==> config.mk <==
export PLATFORM = sky130hd
export DESIGN_NAME = warp_fetch_queue
export DESIGN_NICKNAME = d
export VERILOG_FILES = /design/src/rtl/warp_fetch_queue.sv
export SDC_FILE = /design/constraint.sdc
export NUM_CORES = 1
export LEC_CHECK = 0
export CORE_ASPECT_RATIO = 0.8
export CORE_MARGIN = 2
export CORE_UTILIZATION = 40
export CTS_CLUSTER_DIAMETER = 80
export DETAILED_ROUTE_END_ITERATION = 8
export GPL_TIMING_DRIVEN = 0
export PLACE_DENSITY_LB_ADDON = 0.05
export RECOVER_POWER = 50
export SYNTH_ARGS = -nofsm -noshare
export SYNTH_HDL_FRONTEND = slang
export SYNTH_SLANG_ARGS = --single-unit
==> constraint.sdc <==
create_clock -name i_clk -period 4.8 [get_ports i_clk]
set_input_delay 0.96 -clock i_clk [delete_from_list [all_inputs] [get_ports i_clk]]
set_output_delay 0.96 -clock i_clk [all_outputs]
set_load 0.02 [all_outputs]
==> src/rtl/warp_fetch_queue.sv <==
// Decoupling FIFO of fetch bundles between warp_fetch and decode; a push is visible at the head one cycle later.
// o_ready/o_valid come only from registered occupancy; flush and reset empty the queue, and reset takes precedence.
module warp_fetch_queue #(
    parameter int LANES = 2,
    parameter int DEPTH = 4,
    parameter int XLEN  = 64,
    localparam int CW   = (LANES > 1) ? $clog2(LANES) : 1,
    localparam int AW   = $clog2(DEPTH)
) (
    input  logic                i_clk,
    input  logic                i_rst,
    input  logic                i_flush,
    input  logic                i_valid,
    output logic                o_ready,
    input  logic [XLEN-1:0]     i_pc,
    input  logic [32*LANES-1:0] i_inst,
    input  logic [LANES-1:0]    i_compressed,
    input  logic [CW-1:0]       i_count,
    output logic                o_valid,
    input  logic                i_ready,
    output logic [XLEN-1:0]     o_pc,
    output logic [32*LANES-1:0] o_inst,
    output logic [LANES-1:0]    o_compressed,
    output logic [CW-1:0]       o_count,
    output logic [AW:0]         o_occupancy
);

    typedef struct packed {
        logic [XLEN-1:0]     pc;
        logic [32*LANES-1:0] inst;
        logic [LANES-1:0]    compressed;
        logic [CW-1:0]       count;
    } bundle_t;

    bundle_t       mem [DEPTH];
    bundle_t       wr_bundle;
    bundle_t       head;
    logic [AW-1:0] wr_ptr;
    logic [AW-1:0] rd_ptr;
    logic [AW:0]   occupancy;
    logic          push;
    logic          pop;

    // Full and empty are told apart by occupancy, never by pointer equality.
    assign o_ready     = (occupancy != (AW+1)'(DEPTH));
    assign o_valid     = (occupancy != '0);
    assign o_occupancy = occupancy;

    assign push = i_valid && o_ready;
    assign pop  = o_valid && i_ready;

    assign wr_bundle.pc         = i_pc;
    assign wr_bundle.inst       = i_inst;
    assign wr_bundle.compressed = i_compressed;
    assign wr_bundle.count      = i_count;

    always_ff @(posedge i_clk) begin
        if (i_rst) begin
            wr_ptr    <= '0;
            rd_ptr    <= '0;
            occupancy <= '0;
        end else if (i_flush) begin
            wr_ptr    <= '0;
            rd_ptr    <= '0;
            occupancy <= '0;
        end else begin
            if (push) begin
                wr_ptr <= wr_ptr + AW'(1);
            end
            if (pop) begin
                rd_ptr <= rd_ptr + AW'(1);
            end
            case ({push, pop})
                2'b10:   occupancy <= occupancy + (AW+1)'(1);
                2'b01:   occupancy <= occupancy - (AW+1)'(1);
                default: occupancy <= occupancy;
            endcase
        end
    end

    // Storage is left unreset; only the pointers define what is live.
    always_ff @(posedge i_clk) begin
        if (push && !i_rst && !i_flush) begin
            mem[wr_ptr] <= wr_bundle;
        end
    end

    // The head is forced to zero while empty so it reads all-zero after reset.
    assign head         = mem[rd_ptr];
    assign o_pc         = o_valid ? head.pc         : '0;
    assign o_inst       = o_valid ? head.inst       : '0;
    assign o_compressed = o_valid ? head.compressed : '0;
    assign o_count      = o_valid ? head.count      : '0;

endmodule

# Yosys cells after proc, flatten, opt, wreduce, memory -nomap -nowiden
# Memories as Yosys holds them, arrays and structs flattened. A register that Yosys moved wholly into a read port is not among the register bits.
# Cells that the tools add are included.
# word_totals
regBits	7
latchBits	0
rom_bits	0
out_inout_bits	136
mem_bits_rw	524
wordCells	29
n_memories	1
# op_classes
mux	9
div_mod_pow	0
eq_ne	3
n_reduce_logical	9
addsub	4
n_lt_le_gt_ge	0
n_mul	0
shift	0
bitwise	0
# mem_list
memory	words	word_bits	rd	rd_clocked_by_memory_dff	write_ports	line	rtl
mem	4	131	1	1	1	35	bundle_t mem [DEPTH];
# ops
op	n
$mux W64	2
$mux W2	3
$pmux W3 S2	1
$add A2 B1 Y2 const B	2
$logic_and A1 B1 Y1	4
$add A3 B1 Y3 const B	1
$mux W1	3
$ne A3 B3 Y1 const B	1
$reduce_bool A3 Y1	1
$sub A3 B1 Y3 const B	1
$eq A2 B1 Y1 const B	1
$eq A2 B2 Y1 const B	1
$logic_not A1 Y1	2
$reduce_bool A2 Y1	1
$reduce_or A2 Y1	1

# Logic depth before layout (Yosys ltp)
# depth
depth_word	6
depth_mapped	10
mapped_depth_nobuf	9

# Worst setup path after synthesis
# No wires, ideal clock.
# synth_path
path_kind	input to register
startpoint	in i_rst
endpoint	mem mem[0][0] (netlist bit), enable pin
t_required_ps	4293
arrival_ps	4306
cell_stages	2
path_slack_ps	-13
setup_ps	507
path_cell_list	nor2_1 and3_1
# synth_via
elab_chain_len	5
# synth_lines
item	line	rtl
start, declared	11	input logic i_rst,
$logic_not A1 Y1	83	if (push && !i_rst && !i_flush) begin
$logic_and A1 B1 Y1 (2 in a row)	83	
$mux W1	83	
$mux W1 (implied by the code)	84	mem[wr_ptr] <= wr_bundle;
end, declared	35	
# No other way between the ends.

# Final worst setup path
# layout_path
startpoint	reg occupancy[2], in the netlist o_occupancy[2]
endpoint	out o_inst[33]
# layout_via
elab_chain_len	2
# layout_lines
item	line	rtl
start, declared	40	logic [AW:0] occupancy;
start signal, assigned	74	2'b10: occupancy <= occupancy + (AW+1)'(1);
start signal, assigned	75	2'b01: occupancy <= occupancy - (AW+1)'(1);
start signal, assigned	76	default: occupancy <= occupancy;
$reduce_bool A3 Y1	46	assign o_valid = (occupancy != '0);
$mux W64	91	assign o_inst = o_valid ? head.inst : '0;
end, declared	22	output logic [32*LANES-1:0] o_inst,
# No other way between the ends.

==> flow_summary.ini <==
[global_routing]
grt_pass1_vias = 10248
antenna_found_initial = 14
grt_max_degree = 53
grt_pass1_wl_mm = 65.4
grt-ovfl-total = 0
grt.total_usage_pct = 16.7

[clock_network]
cts.htree.levels = 2
root_buffer = clkbuf_16
numCtsBuffers = 53
clk_pin_slew_ns = 0.06
holdBufCountCts = 0
ctsResizeCount = 0
post_cts_buffers = 0
clkLatencyLatePin_ns = 0.58
clockBufferDepth = 3
cts_tree = built
cts.sink_count = 533

[synth]
ys.warnings.count = 0
ys_types = 25
yosysSeqAreaShare_pct = 78.6
async_flop_share_pct = 0
synth_nets = 1027
yosysMostFrequentCell = edfxtp_1
synth-edff-count = 524
ys_seq_elements = 533
yosysTopAreaCellShare_pct = 77.7
synthesis.area_um2 = 20300
synth.largest_area_cell = edfxtp_1
syn_area_per_cell_um2 = 22.9
syn-instance-count = 885
synthTopCellsByCount = 524 x edfxtp_1, 131 x and2_1, 131 x mux4_2
synth-main-ff-cell = edfxtp_1
ys_top_cells_by_area = edfxtp_1 78%, mux4_2 15%, and2_1 4.0%

[worst_setup_path]
arrival_ns = 3.55
start_kind = flip-flop
cp_max_fo = 10
crit_path_end_kind = output port
crit_required_ns = 3.84
criticalPathCategory = flip-flop to output port

[layout]
syn_to_final_growth_pct = 26.8
fin_area_um2 = 25700
fill_cells = 4065
drive_above_1_share_pct = 19.0
final_nets = 1362
final_core_util_pct = 51.5

[placement]
gp_congestion = 0.702
dpl_cell_area_um2 = 24100
port_buffers = 271
hpwl_mm = 27.0
pre_cts_slack_ns = 0.815

[timing]
hold_slack_ns = 0.510
rsz0062_at_grt = false
setup_viol = 0
fin_ws_ns = 0.291
min_period_over_period_pct = 93.9
worst_pin_slew_ns = 2.01
clock_skew_ns = 0.0126
period_needed_ns = 4.51
fmax_mhz = 222
hold_viol_final = 0
drv_slew = 85
maxSlewHeadroom_pct = -34.3

[detailed_routing]
drtIter0Drc = 487
viasPerCell = 4.96
wl_per_cell_um = 22.3
met2_length_mm = 21.2
firstDrtPassIters = 4
met3_length_mm = 2.40
drt_wl_total_mm = 43.2
wl_met1_mm = 18.7
vias = 9638
ant_nets = 0
routed.top_layer = met5
drc = 0

[min_path]
min_path_type = flip-flop to flip-flop

[floorplanning]
initial_core_util_pct = 40.6
num_io_pins = 272
dieArea_um2 = 52500
die_x_um = 256
rows = 73
coreArea_um2 = 49900
die_h_um = 205

[pwr]
powerDensity_nw_per_um2 = 377
ir_drop_uv = 286
p_leak_uw = 0.00808

[run_status]
status = complete, but fails checks
violations = max-capacitance violations, max-slew violations

[flow_run]
maxCapViolCount = 3
registers in the layout, indices dropped and copies added (netlist names), named ones only:
signal / cells
mem: 524
o_occupancy: 3
wr_ptr: 2
rd_ptr: 2
cell families after synthesis:
kind of cell | after synthesis | share of synthesized area, %
adder cells (fa/ha/maj) | 6 | 0.408
buffers and inverters | 54 | 1.48
XOR/XNOR | 4 | 0.173
multiplexers | 132 | 14.6
flip-flops | 533 | 78.6
AO/OA/AOI/OAI | 6 | 0.191
AND/OR/NAND/NOR | 150 | 4.55
layer usage:
metal | vias to the layer above | global-route usage (%)
met5 | - | 0
met4 | 6 | 4.55
met3 | 76 | 4.05
met2 | 216 | 27.6
met1 | 5038 | 22.4
li1 | 4302 | -
per-stage QoR:
stage	TNS [ns]	total power, uW	std cells
after floorplan	0	5540	885
after global placement	-253.77	5910	1831
after detailed placement	0	5920	1840
after CTS	0	9840	1936
after global routing	0	10000	1936
final	0	9690	1942
final timing paths:
check / slack, ns / cells past startpoint / start / endpoint
worst min register to register: 0.51 / 2 / wr_ptr[0] / wr_ptr[0]
worst max register to register: 1.41 / 5 / o_occupancy[2] / mem[3][22]
worst min-delay path: 0.51 / 2 / wr_ptr[0] / wr_ptr[0]
worst max-delay path: 0.29 / 6 / o_occupancy[2] / o_inst[33]
placed cells by master, fill, tap and decap left out, types with 6 or more instances in the layout:
master           synthesis  final
buf_6                   10     10
and2_1                 131    131
clkbuf_1                20     35
diode_2                  0      6
clkinv_1                 0     12
edfxtp_1               524    524
dlygate4sd3_1            0    132
mux4_2                 131    131
buf_2                   16     16
clkbuf_16                0     53
nor2_1                   7      7
dfxtp_1                  9      9
inv_1                    7      7
buf_16                   0      8
clkinv_2                 0      9
clkdlybuf4s50_1          0    139
critical path, cell delays in order (launching register included):
cell and delay [ns]:
dfxtp_1 0.45, or3_1 0.15, clkbuf_1 0.41, buf_2 0.51, clkbuf_1 0.52, and2_1 0.23
clkdlybuf4s50_1 0.68
area by class of cell:
class	instances	area (um2)	share of cell area, %
sequential	533	15900	62.0
multi-input combinational	298	4040	15.7
timing repair buffer	280	2950	11.5
clock buffer	70	1420	5.53
tap	675	845	3.29
buffer	47	272	1.06
clock inverter	26	195	0.760
inverter	7	26.3	0.102
antenna	6	15.0	0.0585
report_power, final:
part	leakage, uW	internal, uW	switching (uW)
clock	0.000788	2230	1670
sequential	0.00481	5160	11.3
combinational	0.00249	297	316
total	0.00808	7690	2000
Note: power is estimated with default switching activity, not from simulation.
